[src/rtl/iod_ref_clk_training_ctrl.sv]
`timescale 1ns/1ps
// -----------------------------------------------------------------------------
// iod_ref_clk_training_ctrl
//
// Fabric-side controller for the DDR3 reference-clock training IOD lane.
// The looped-back CK0 is deserialised into 8-bit words (8'h55 / 8'hAA are the
// two clean phases). The controller reloads the RX delay line to tap 0, then
// sweeps it upward one tap at a time. At each tap it waits for the line to
// settle and then classifies the sampled words. The first stable class becomes
// the reference. The first later tap whose stable class differs is the CK edge.
// The delay is then parked EDGE_OFFSET taps past that edge.
//
// Optional feature (macro IOD_REF_CLK_TRN_EYE_MON_EN):
//   defined   - EYE_MONITOR_CLEAR_FLAGS pulses on every entry into SETTLE, and
//               EYE_MONITOR_EARLY/LATE invalidate the word sampled that cycle.
//   undefined - EYE_MONITOR_CLEAR_FLAGS is constant 0; EARLY/LATE are ignored.
//
// Ports
//   FAB_CLK                  in   fabric clock (same as IOD RX_CLK)
//   RESET                    in   asynchronous active-high reset
//   START                    in   1-cycle pulse, accepted from IDLE/DONE/FAIL
//   RX_DATA[7:0]             in   deserialised CK sample word
//   DELAY_LINE_OUT_OF_RANGE  in   delay-line saturation flag
//   EYE_MONITOR_EARLY/LATE   in   eye-monitor flags
//   DELAY_LINE_LOAD          out  1-cycle pulse, reload delay to tap 0
//   DELAY_LINE_MOVE          out  1-cycle pulse, step delay by one tap
//   DELAY_LINE_DIRECTION     out  1 (increment) whenever not IDLE
//   EYE_MONITOR_CLEAR_FLAGS  out  1-cycle pulse clearing eye-monitor flags
//   TRAIN_BUSY               out  training in progress
//   TRAIN_DONE / TRAIN_ERR   out  level status, cleared by the next START
//   EDGE_TAP[TAP_W-1:0]      out  tap where the class first changed
// -----------------------------------------------------------------------------
module iod_ref_clk_training_ctrl #(
    parameter int TAP_W         = 8,
    parameter int MAX_TAPS      = 255,
    parameter int SETTLE_CYCLES = 8,
    parameter int SAMPLE_CNT    = 4,
    parameter int EDGE_OFFSET   = 16
) (
    input  logic             FAB_CLK,
    input  logic             RESET,
    input  logic             START,
    input  logic [7:0]       RX_DATA,
    input  logic             DELAY_LINE_OUT_OF_RANGE,
    input  logic             EYE_MONITOR_EARLY,
    input  logic             EYE_MONITOR_LATE,
    output logic             DELAY_LINE_LOAD,
    output logic             DELAY_LINE_MOVE,
    output logic             DELAY_LINE_DIRECTION,
    output logic             EYE_MONITOR_CLEAR_FLAGS,
    output logic             TRAIN_BUSY,
    output logic             TRAIN_DONE,
    output logic             TRAIN_ERR,
    output logic [TAP_W-1:0] EDGE_TAP
);

`ifdef IOD_REF_CLK_TRN_EYE_MON_EN
    localparam logic EYE_EN = 1'b1;
`else
    localparam logic EYE_EN = 1'b0;
`endif

    localparam int SC_W = $clog2(SETTLE_CYCLES + 2);
    localparam int WC_W = $clog2(4 * SAMPLE_CNT + 2);
    localparam int OC_W = $clog2(EDGE_OFFSET + 2);

    localparam logic [TAP_W-1:0] TAP_MAX     = TAP_W'(MAX_TAPS);
    localparam logic [TAP_W-1:0] TAP_ONE     = TAP_W'(1);
    localparam logic [SC_W-1:0]  SETTLE_LAST = SC_W'(SETTLE_CYCLES - 1);
    localparam logic [SC_W-1:0]  SC_ONE      = SC_W'(1);
    localparam logic [WC_W-1:0]  RUN_STABLE  = WC_W'(SAMPLE_CNT);
    localparam logic [WC_W-1:0]  WORDS_MAX   = WC_W'(4 * SAMPLE_CNT);
    localparam logic [WC_W-1:0]  WC_ONE      = WC_W'(1);
    localparam logic [OC_W-1:0]  OFF_TOTAL   = OC_W'(EDGE_OFFSET);
    localparam logic [OC_W-1:0]  OC_ONE      = OC_W'(1);

    typedef enum logic [1:0] {
        CLS_INV = 2'd0,
        CLS_C0  = 2'd1,
        CLS_C1  = 2'd2
    } cls_e;

    typedef enum logic [3:0] {
        ST_IDLE   = 4'd0,
        ST_LOAD   = 4'd1,
        ST_SETTLE = 4'd2,
        ST_SAMPLE = 4'd3,
        ST_EVAL   = 4'd4,
        ST_STEP   = 4'd5,
        ST_OFFSET = 4'd6,
        ST_DONE   = 4'd7,
        ST_FAIL   = 4'd8
    } state_e;

    // Map a sample word onto its clock phase; eye-monitor hits force INVALID.
    function automatic cls_e classify(input logic [7:0] word, input logic eye_bad);
        cls_e c;
        c = CLS_INV;
        if (eye_bad) begin
            c = CLS_INV;
        end else begin
            case (word)
                8'h55:   c = CLS_C0;
                8'hAA:   c = CLS_C1;
                default: c = CLS_INV;
            endcase
        end
        return c;
    endfunction

    state_e           state_r;
    logic [TAP_W-1:0] tap_r;
    cls_e             ref_cls_r;
    cls_e             prev_cls_r;
    cls_e             stable_cls_r;
    logic [WC_W-1:0]  run_r;
    logic [WC_W-1:0]  words_r;
    logic [SC_W-1:0]  settle_r;
    logic             off_wait_r;
    logic [OC_W-1:0]  off_moves_r;

    logic             eye_bad_s;
    cls_e             word_cls_s;
    logic [WC_W-1:0]  run_next_s;
    logic [WC_W-1:0]  words_next_s;

    // Classify the current word and compute the next run/word counts.
    always_comb begin
        eye_bad_s    = EYE_EN & (EYE_MONITOR_EARLY | EYE_MONITOR_LATE);
        word_cls_s   = classify(RX_DATA, eye_bad_s);
        words_next_s = words_r + WC_ONE;
        run_next_s   = {WC_W{1'b0}};
        if (word_cls_s == CLS_INV) begin
            run_next_s = {WC_W{1'b0}};
        end else if (word_cls_s == prev_cls_r) begin
            run_next_s = run_r + WC_ONE;
        end else begin
            run_next_s = WC_ONE;
        end
    end

    // Training FSM with registered pulse and status outputs.
    always_ff @(posedge FAB_CLK or posedge RESET) begin
        if (RESET) begin
            state_r                 <= ST_IDLE;
            tap_r                   <= {TAP_W{1'b0}};
            ref_cls_r               <= CLS_INV;
            prev_cls_r              <= CLS_INV;
            stable_cls_r            <= CLS_INV;
            run_r                   <= {WC_W{1'b0}};
            words_r                 <= {WC_W{1'b0}};
            settle_r                <= {SC_W{1'b0}};
            off_wait_r              <= 1'b0;
            off_moves_r             <= {OC_W{1'b0}};
            DELAY_LINE_LOAD         <= 1'b0;
            DELAY_LINE_MOVE         <= 1'b0;
            DELAY_LINE_DIRECTION    <= 1'b0;
            EYE_MONITOR_CLEAR_FLAGS <= 1'b0;
            TRAIN_BUSY              <= 1'b0;
            TRAIN_DONE              <= 1'b0;
            TRAIN_ERR               <= 1'b0;
            EDGE_TAP                <= {TAP_W{1'b0}};
        end else begin
            DELAY_LINE_LOAD         <= 1'b0;
            DELAY_LINE_MOVE         <= 1'b0;
            EYE_MONITOR_CLEAR_FLAGS <= 1'b0;
            case (state_r)
                ST_IDLE, ST_DONE, ST_FAIL: begin
                    if (START) begin
                        state_r              <= ST_LOAD;
                        DELAY_LINE_LOAD      <= 1'b1;
                        DELAY_LINE_DIRECTION <= 1'b1;
                        TRAIN_BUSY           <= 1'b1;
                        TRAIN_DONE           <= 1'b0;
                        TRAIN_ERR            <= 1'b0;
                        EDGE_TAP             <= {TAP_W{1'b0}};
                        tap_r                <= {TAP_W{1'b0}};
                        ref_cls_r            <= CLS_INV;
                    end
                end
                ST_LOAD, ST_STEP: begin
                    // STEP is the only place the sweep can run out of range.
                    if ((state_r == ST_STEP) &&
                        ((tap_r == TAP_MAX) || DELAY_LINE_OUT_OF_RANGE)) begin
                        state_r    <= ST_FAIL;
                        TRAIN_ERR  <= 1'b1;
                        TRAIN_BUSY <= 1'b0;
                    end else begin
                        if (state_r == ST_STEP) begin
                            DELAY_LINE_MOVE <= 1'b1;
                            tap_r           <= tap_r + TAP_ONE;
                        end
                        state_r                 <= ST_SETTLE;
                        settle_r                <= {SC_W{1'b0}};
                        run_r                   <= {WC_W{1'b0}};
                        words_r                 <= {WC_W{1'b0}};
                        prev_cls_r              <= CLS_INV;
                        EYE_MONITOR_CLEAR_FLAGS <= EYE_EN;
                    end
                end
                ST_SETTLE: begin
                    if (settle_r == SETTLE_LAST) begin
                        state_r <= ST_SAMPLE;
                    end else begin
                        settle_r <= settle_r + SC_ONE;
                    end
                end
                ST_SAMPLE: begin
                    prev_cls_r <= word_cls_s;
                    run_r      <= run_next_s;
                    words_r    <= words_next_s;
                    if (run_next_s == RUN_STABLE) begin
                        stable_cls_r <= word_cls_s;
                        state_r      <= ST_EVAL;
                    end else if (words_next_s == WORDS_MAX) begin
                        state_r <= ST_STEP;
                    end
                end
                ST_EVAL: begin
                    if (ref_cls_r == CLS_INV) begin
                        ref_cls_r <= stable_cls_r;
                        state_r   <= ST_STEP;
                    end else if (stable_cls_r != ref_cls_r) begin
                        EDGE_TAP <= tap_r;
                        if (EDGE_OFFSET == 0) begin
                            state_r    <= ST_DONE;
                            TRAIN_DONE <= 1'b1;
                            TRAIN_BUSY <= 1'b0;
                        end else begin
                            state_r     <= ST_OFFSET;
                            off_wait_r  <= 1'b0;
                            off_moves_r <= {OC_W{1'b0}};
                        end
                    end else begin
                        state_r <= ST_STEP;
                    end
                end
                ST_OFFSET: begin
                    // Alternates a move slot with a SETTLE_CYCLES-long wait.
                    if (!off_wait_r) begin
                        if ((tap_r == TAP_MAX) || DELAY_LINE_OUT_OF_RANGE) begin
                            state_r    <= ST_FAIL;
                            TRAIN_ERR  <= 1'b1;
                            TRAIN_BUSY <= 1'b0;
                        end else begin
                            DELAY_LINE_MOVE <= 1'b1;
                            tap_r           <= tap_r + TAP_ONE;
                            off_moves_r     <= off_moves_r + OC_ONE;
                            off_wait_r      <= 1'b1;
                            settle_r        <= {SC_W{1'b0}};
                        end
                    end else if (settle_r == SETTLE_LAST) begin
                        if (off_moves_r == OFF_TOTAL) begin
                            state_r    <= ST_DONE;
                            TRAIN_DONE <= 1'b1;
                            TRAIN_BUSY <= 1'b0;
                        end else begin
                            off_wait_r <= 1'b0;
                        end
                    end else begin
                        settle_r <= settle_r + SC_ONE;
                    end
                end
                default: begin
                    state_r <= ST_IDLE;
                end
            endcase
        end
    end

endmodule

[config.mk]
export PLATFORM = sky130hd
export DESIGN_NAME = iod_ref_clk_training_ctrl
export DESIGN_NICKNAME = d
export VERILOG_FILES = /design/src/rtl/iod_ref_clk_training_ctrl.sv
export SDC_FILE = /design/constraint.sdc
export NUM_CORES = 1
export LEC_CHECK = 0
export ABC_CLOCK_PERIOD_IN_PS = 1850
export CELL_PAD_IN_SITES_DETAIL_PLACEMENT = 0
export CELL_PAD_IN_SITES_GLOBAL_PLACEMENT = 1
export CORE_MARGIN = 3
export CORE_UTILIZATION = 39
export CTS_BUF_LIST = sky130_fd_sc_hd__clkbuf_4
export CTS_CLUSTER_SIZE = 24
export DETAILED_ROUTE_END_ITERATION = 7
export PLACE_DENSITY = 0.75
export RECOVER_POWER = 25
export SYNTH_ARGS = -nofsm -noshare
export SYNTH_HDL_FRONTEND = slang
export SYNTH_SLANG_ARGS = --single-unit
[constraint.sdc]
create_clock -name FAB_CLK -period 1.85 [get_ports FAB_CLK]
set_input_delay 0.555 -clock FAB_CLK [delete_from_list [all_inputs] [get_ports FAB_CLK]]
set_output_delay 0.555 -clock FAB_CLK [all_outputs]
set_load 0.005 [all_outputs]
# Yosys cells after proc, flatten, opt, wreduce, memory -nomap -nowiden
# Index checks and enable logic that the tools add are counted.
[totals]
ff_bits = 52
in_bits = 14
[op_classes]
n_eq_ne = 36
mux = 71
n_reduce_logical = 26
addsub = 5
[ops]
columns = ["operator", "n"]
rows = [
  ["8-bit 2-to-1 mux", 7],
  ["4-bit 2-to-1 mux", 13],
  ["5-bit 2-to-1 mux", 7],
  ["5-bit one-hot mux with 2 select lines", 3],
  ["2-bit != test (second input constant)", 14],
  ["1-bit 2-to-1 mux", 24],
  ["4-bit one-hot mux with 6 select lines", 1],
  ["8-bit one-hot mux with 3 select lines", 1],
  ["4-bit by 3-bit == test with 1-bit output (second input constant)", 5],
  ["6-bit AND reduction", 3],
  ["8-bit == test (second input constant)", 2],
  ["8-bit one-hot mux with 2 select lines", 1],
  ["5-bit by 1-bit adder with 5-bit output (second input constant)", 3],
  ["3-bit != test (second input constant)", 5],
  ["5-bit AND reduction", 3],
  ["2-bit one-hot mux with 2 select lines", 3],
  ["4-bit one-hot mux with 3 select lines", 1],
  ["5-bit == test (second input constant)", 2],
  ["2-bit 2-to-1 mux", 5],
  ["3-bit AND reduction", 3],
  ["8-bit by 1-bit adder with 8-bit output (second input constant)", 1],
  ["4-bit by 2-bit == test with 1-bit output (second input constant)", 2],
  ["8-bit by 7-bit == test with 1-bit output (second input constant)", 1],
  ["2-bit nonzero test", 4],
  ["17 further kinds", 24],
]

# Depth between registers and ports, before layout
[logic_depth]
depth_word = 8
ltp_mapped = 8

# Least setup slack after synthesis
# No wires, ideal clock.
[synth_path]
path_kind = "flip-flop to flip-flop"
startpoint = "register tap_r[0]"
endpoint = "register tap_r[3]"
required_ns = 1.772
setup_time_ns = 0.078
n_path_buf = 0
path_stages_with_launch = 7
arrival_time_ns = 1.821
path_slack_ns = -0.048
path_cell_list = "dfrtp_1 > ha_1 > nand4_1 > o21bai_2 > a32o_2 > or4_1 > a21oi_1"
[synth_via]
elab_chain_cells = 5
word_cells_on_any_way = 12
[synth_rtl]
columns = ["element", "line_no", "rtl"]
rows = [
  ["start: declaration", "112", "logic [TAP_W-1:0] tap_r;"],
  ["start signal: assignment", "146", "tap_r <= {TAP_W{1'b0}};"],
  ["start signal: assignment", "177", "tap_r <= {TAP_W{1'b0}};"],
  ["start signal: assignment", "191", "tap_r <= tap_r + TAP_ONE;"],
  ["branches (longest 5 deep; another with 8-bit by 1-bit adder with 8-bit output)", "--", ""],
]
# Parallel ways; which one is timed is not known. The select of a mux whose other input is x is not followed.
# A chain may end at the register's enable or synchronous reset.

# Worst setup path after layout
[layout_path]
startpoint = "input port DELAY_LINE_OUT_OF_RANGE"
endpoint = "register tap_r[3]"
[layout_via]
elab_chain_cells = 4
word_cells_on_any_way = 5
[layout_rtl]
columns = ["element", "line_no", "rtl"]
rows = [
  ["start: declaration", "44", "input logic DELAY_LINE_OUT_OF_RANGE,"],
  ["1-bit logical OR *", "184, 241", ""],
  ["1-bit logical AND", "183", "if ((state_r == ST_STEP) &&"],
  ["2-bit != test (no source line)", "--", ""],
  ["6-bit AND reduction (no source line) *", "--", ""],
  ["end signal: assignment", "177", ""],
  ["end signal: assignment", "191", ""],
  ["end signal: assignment", "247", "tap_r <= tap_r + TAP_ONE;"],
]
# Every way passes the cells marked *; elsewhere a longest branch is shown, timed or not.

==> run_results.csv <==
group,metric,value,unit
routing,vias,2777,
clocking,ctsHtreeMaxLevel,2,
global_route,grt_pass1_wl,12.3,mm
floorplan,rows,31,
sta,slew_headroom,21.5,%
clocking,cts_hold_buffers,0,
worst_setup_path,arrival,2.23,ns
clocking,cts_tree,"yes",
flow_run,cap_violations,0,
synth,synth.largest_area_cell,"dfrtp_1",
placement,gp_congestion,0.847,
clocking,numClockSinks,52,
sta,whs,0.505,ns
worst_setup_path,cp_num_cells,5,
worst_setup_path,cpPeakStageDelay,0.47,ns
pwr,ir_worst_vdd,596,uV
min_path,hold_path.class,"register to register",
worst_setup_path,critPathLaunch,"DELAY_LINE_OUT_OF_RANGE",
outcome,violations,"negative setup slack",
sta,timing.fmax,0.522,GHz
sta,setup_ws,-0.0654,ns
clocking,numCtsBuffers,5,
placement,dp_hpwl,5.23,mm
routing,viasPerCell,5.48,
sta,tightestPinTransition,1.18,ns
synth,ys_warn_count,0,
global_route,grt_util_met3,2.72,%
worst_setup_path,reg2reg_depth,6,
floorplan,die_w,93.8,um
worst_setup_path,worstPathRequired,2.16,ns
sta,rsz0062_at_grt,"yes",
clocking,clock_latency,0.38,ns
global_route,grt_pass1_vias,2640,
global_route,grtUsageMet2,26.7,%
worst_setup_path,worst_setup_path_end_kind,"register",
layout,final_core_util,54.7,%
global_route,grt_overflow,0,
worst_setup_path,criticalPathCategory,"input pin to register",
pwr,cellPowerDensity,1140,mW/mm^2
floorplan,core_area,0.00737,mm^2
worst_setup_path,crit_family,"compound AO/OA/AOI/OAI gates",
routing,post-route-drc-count,0,
pwr,p_leak,0.00198,uW
synth,ys_top_cells_by_area,"dfrtp_1, nand2_1, o21ai_0",
min_path,min_path_cells,1,
sta,min_period,1.92,ns
routing,drt_first_iter_violations,183,
synth,syn_nets,341,
min_path,hold_start,"words_r[4]",
routing,wire_per_inst,14.4,um
worst_setup_path,worst_setup_path_start_kind,"input pin",
layout,nets,427,
synth,ys_seq_area_share,43.3,%
global_route,grt_max_degree,53,
floorplan,die_area,0.00880,mm^2
sta,skew,0.0184,ns
global_route,use_met1,24.5,%
worst_setup_path,slowest_stage,"or4_1",
worst_setup_path,cp_num_buf_inv,1,
floorplan,die_h,93.8,um
layout,area_growth,34.0,%
global_route,grt_usage,17.1,%
sta,finalHoldViolations,0,
clocking,cts_root_buf,"clkbuf_4",
synth,synthArstFlopShare,100,%
placement,pre_cts_slack,-0.441,ns
synth,synth_top_area_share,43.3,%
synth,ys.flop_type,"dfrtp_1",
synth,synth_cell_types,67,
worst_setup_path,regToRegEndpoint,"tap_r[3]",
layout,antenna_cells,0,
sta,period_share,104,%
synth,synth-seq-cells,52,
synth,postSynthAreaPerCell,9.37,um^2
routing,wirelength,7.30,mm
clocking,clk_pin_slew,0.15,ns
global_route,antenna_found_initial,0,
worst_setup_path,r2r_start,"tap_r[0]",
floorplan,start_util,40.8,%
global_route,grt-busiest-layer,"met2",
synth,netlist_area,0.00301,mm^2
routing,final_antenna_net_count,0,
pwr,finalPower,4580,uW
floorplan,top_level_ports,29,
synth,synth_edf_count,0,
worst_setup_path,reg2reg_slack,0,ns
worst_setup_path,crit_fanout,6,
min_path,min_to,"words_r[4]",
worst_setup_path,crit_path_cell_trace,"clkdlybuf4s50_1, o21bai_2, a32o_2, or4_1, a21oi_1",
synth,synthCells,321,
layout,drive_gt1_share,26.0,%
routing,drtPass1Iterations,4,
sta,drv_slew,0,
clocking,cts_buffer_depth,2,
sta,setup_viol,6,
placement,io_buffers,25,
outcome,status,"finished, violations left",
## cell usage after synthesis (4+ instances only)
cell and instances:
o21ai_1 7, inv_1 12, or3_1 6, a21o_1 4, ha_1 6, a31oi_1 5, nand4_1 5, o211ai_1 4
nand2b_1 7, o21ai_0 26, dfrtp_1 52, nor2b_1 7, nor3_1 5, a22o_1 4, buf_2 6, a21oi_1 13
o31ai_1 4, and3_1 5, nor2_1 13, nand2_1 43, nand3_1 15
## stage by stage
stage	std cells	setup TNS, ns	area, um^2
6_report	507	-0.253	4030
5_1_grt	507	-0.569	4030
4_1_cts	496	-0.0283	3860
3_5_place_dp	486	-10.24	3750
3_3_place_gp	486	-9.65	3750
2_1_floorplan	321	0	3010
## sequential cells by signal, summed over array words and instances (netlist names)
| register | count |
|---|---|
| off_wait_r | 1 |
| DELAY_LINE_MOVE | 1 |
| words_r | 5 |
| run_r | 5 |
| stable_cls_r | 2 |
| TRAIN_ERR | 1 |
| tap_r | 8 |
| TRAIN_BUSY | 1 |
| prev_cls_r | 2 |
| off_moves_r | 5 |
| state_r | 4 |
| DELAY_LINE_LOAD | 1 |
| ref_cls_r | 2 |
| TRAIN_DONE | 1 |
| settle_r | 4 |
| DELAY_LINE_DIRECTION | 1 |
| EDGE_TAP | 8 |
## placed cells by master (no fill, tap or decap), types with 5 or more instances in the layout
master and n:
clkdlybuf4s50_1 13, nand3_1 15, dlymetal6s2s_1 12, nand2b_1 7, o21ai_0 26, inv_1 11
dfrtp_1 50, a21oi_1 11, or3_1 6, nand2_1 43, o21ai_1 6, nor2b_1 5
nand4_1 5, and3_1 5, nor2_1 12, clkbuf_4 5, nor3_1 5, buf_4 64
a31oi_1 5
## routing by layer
metal / up-vias / share of wire (%)
li1: 1364 / -
met1: 1368 / 51
met2: 36 / 45
met3: 9 / 2.4
met4: 0 / 0.96
met5: - / 0
## final cells by class
| cell class | count | area, um^2 |
|---|---|---|
| multi-input cells | 242 | 1650 |
| clock buffers | 5 | 37.5 |
| well taps | 99 | 124 |
| clock inverters | 3 | 42.5 |
| inverters | 13 | 48.8 |
| fillers | 676 | 3340 |
| repair buffers | 93 | 826 |
| flip-flops and latches | 52 | 1300 |
## what timing repair did
action | 4_1_cts | 5_1_grt
gates resized for setup | 5 | 26
setup endpoints to repair | 8 | 38
buffers inserted | 2 | 11
pin swaps | 2 | 4
## worst max path at each step
stage                 endpoint
detailed placement  state_r[1]
floorplan             tap_r[3]
finish                tap_r[3]
global route          tap_r[7]
global placement      tap_r[3]
CTS                 state_r[1]
## cells by family after synthesis
group,after synthesis,synth area share [%]
fa+ha+maj,6,2.50
buf+inv,27,4.74
other cells,1,0.125
simple gates,128,23.7
mux,2,0.666
flops,52,43.3
xor+xnor,4,1.16
compound gates,101,23.9
## where the power goes
group | internal (uW) | switching [uW] | leakage, uW | total, uW
combinational | 1180 | 1130 | 0.00126 | 2310
sequential | 1390 | 222 | 0.000675 | 1620
clock | 283 | 375 | 0.0000428 | 658
total | 2860 | 1720 | 0.00198 | 4580
Note: power is estimated with default switching activity, not from simulation.
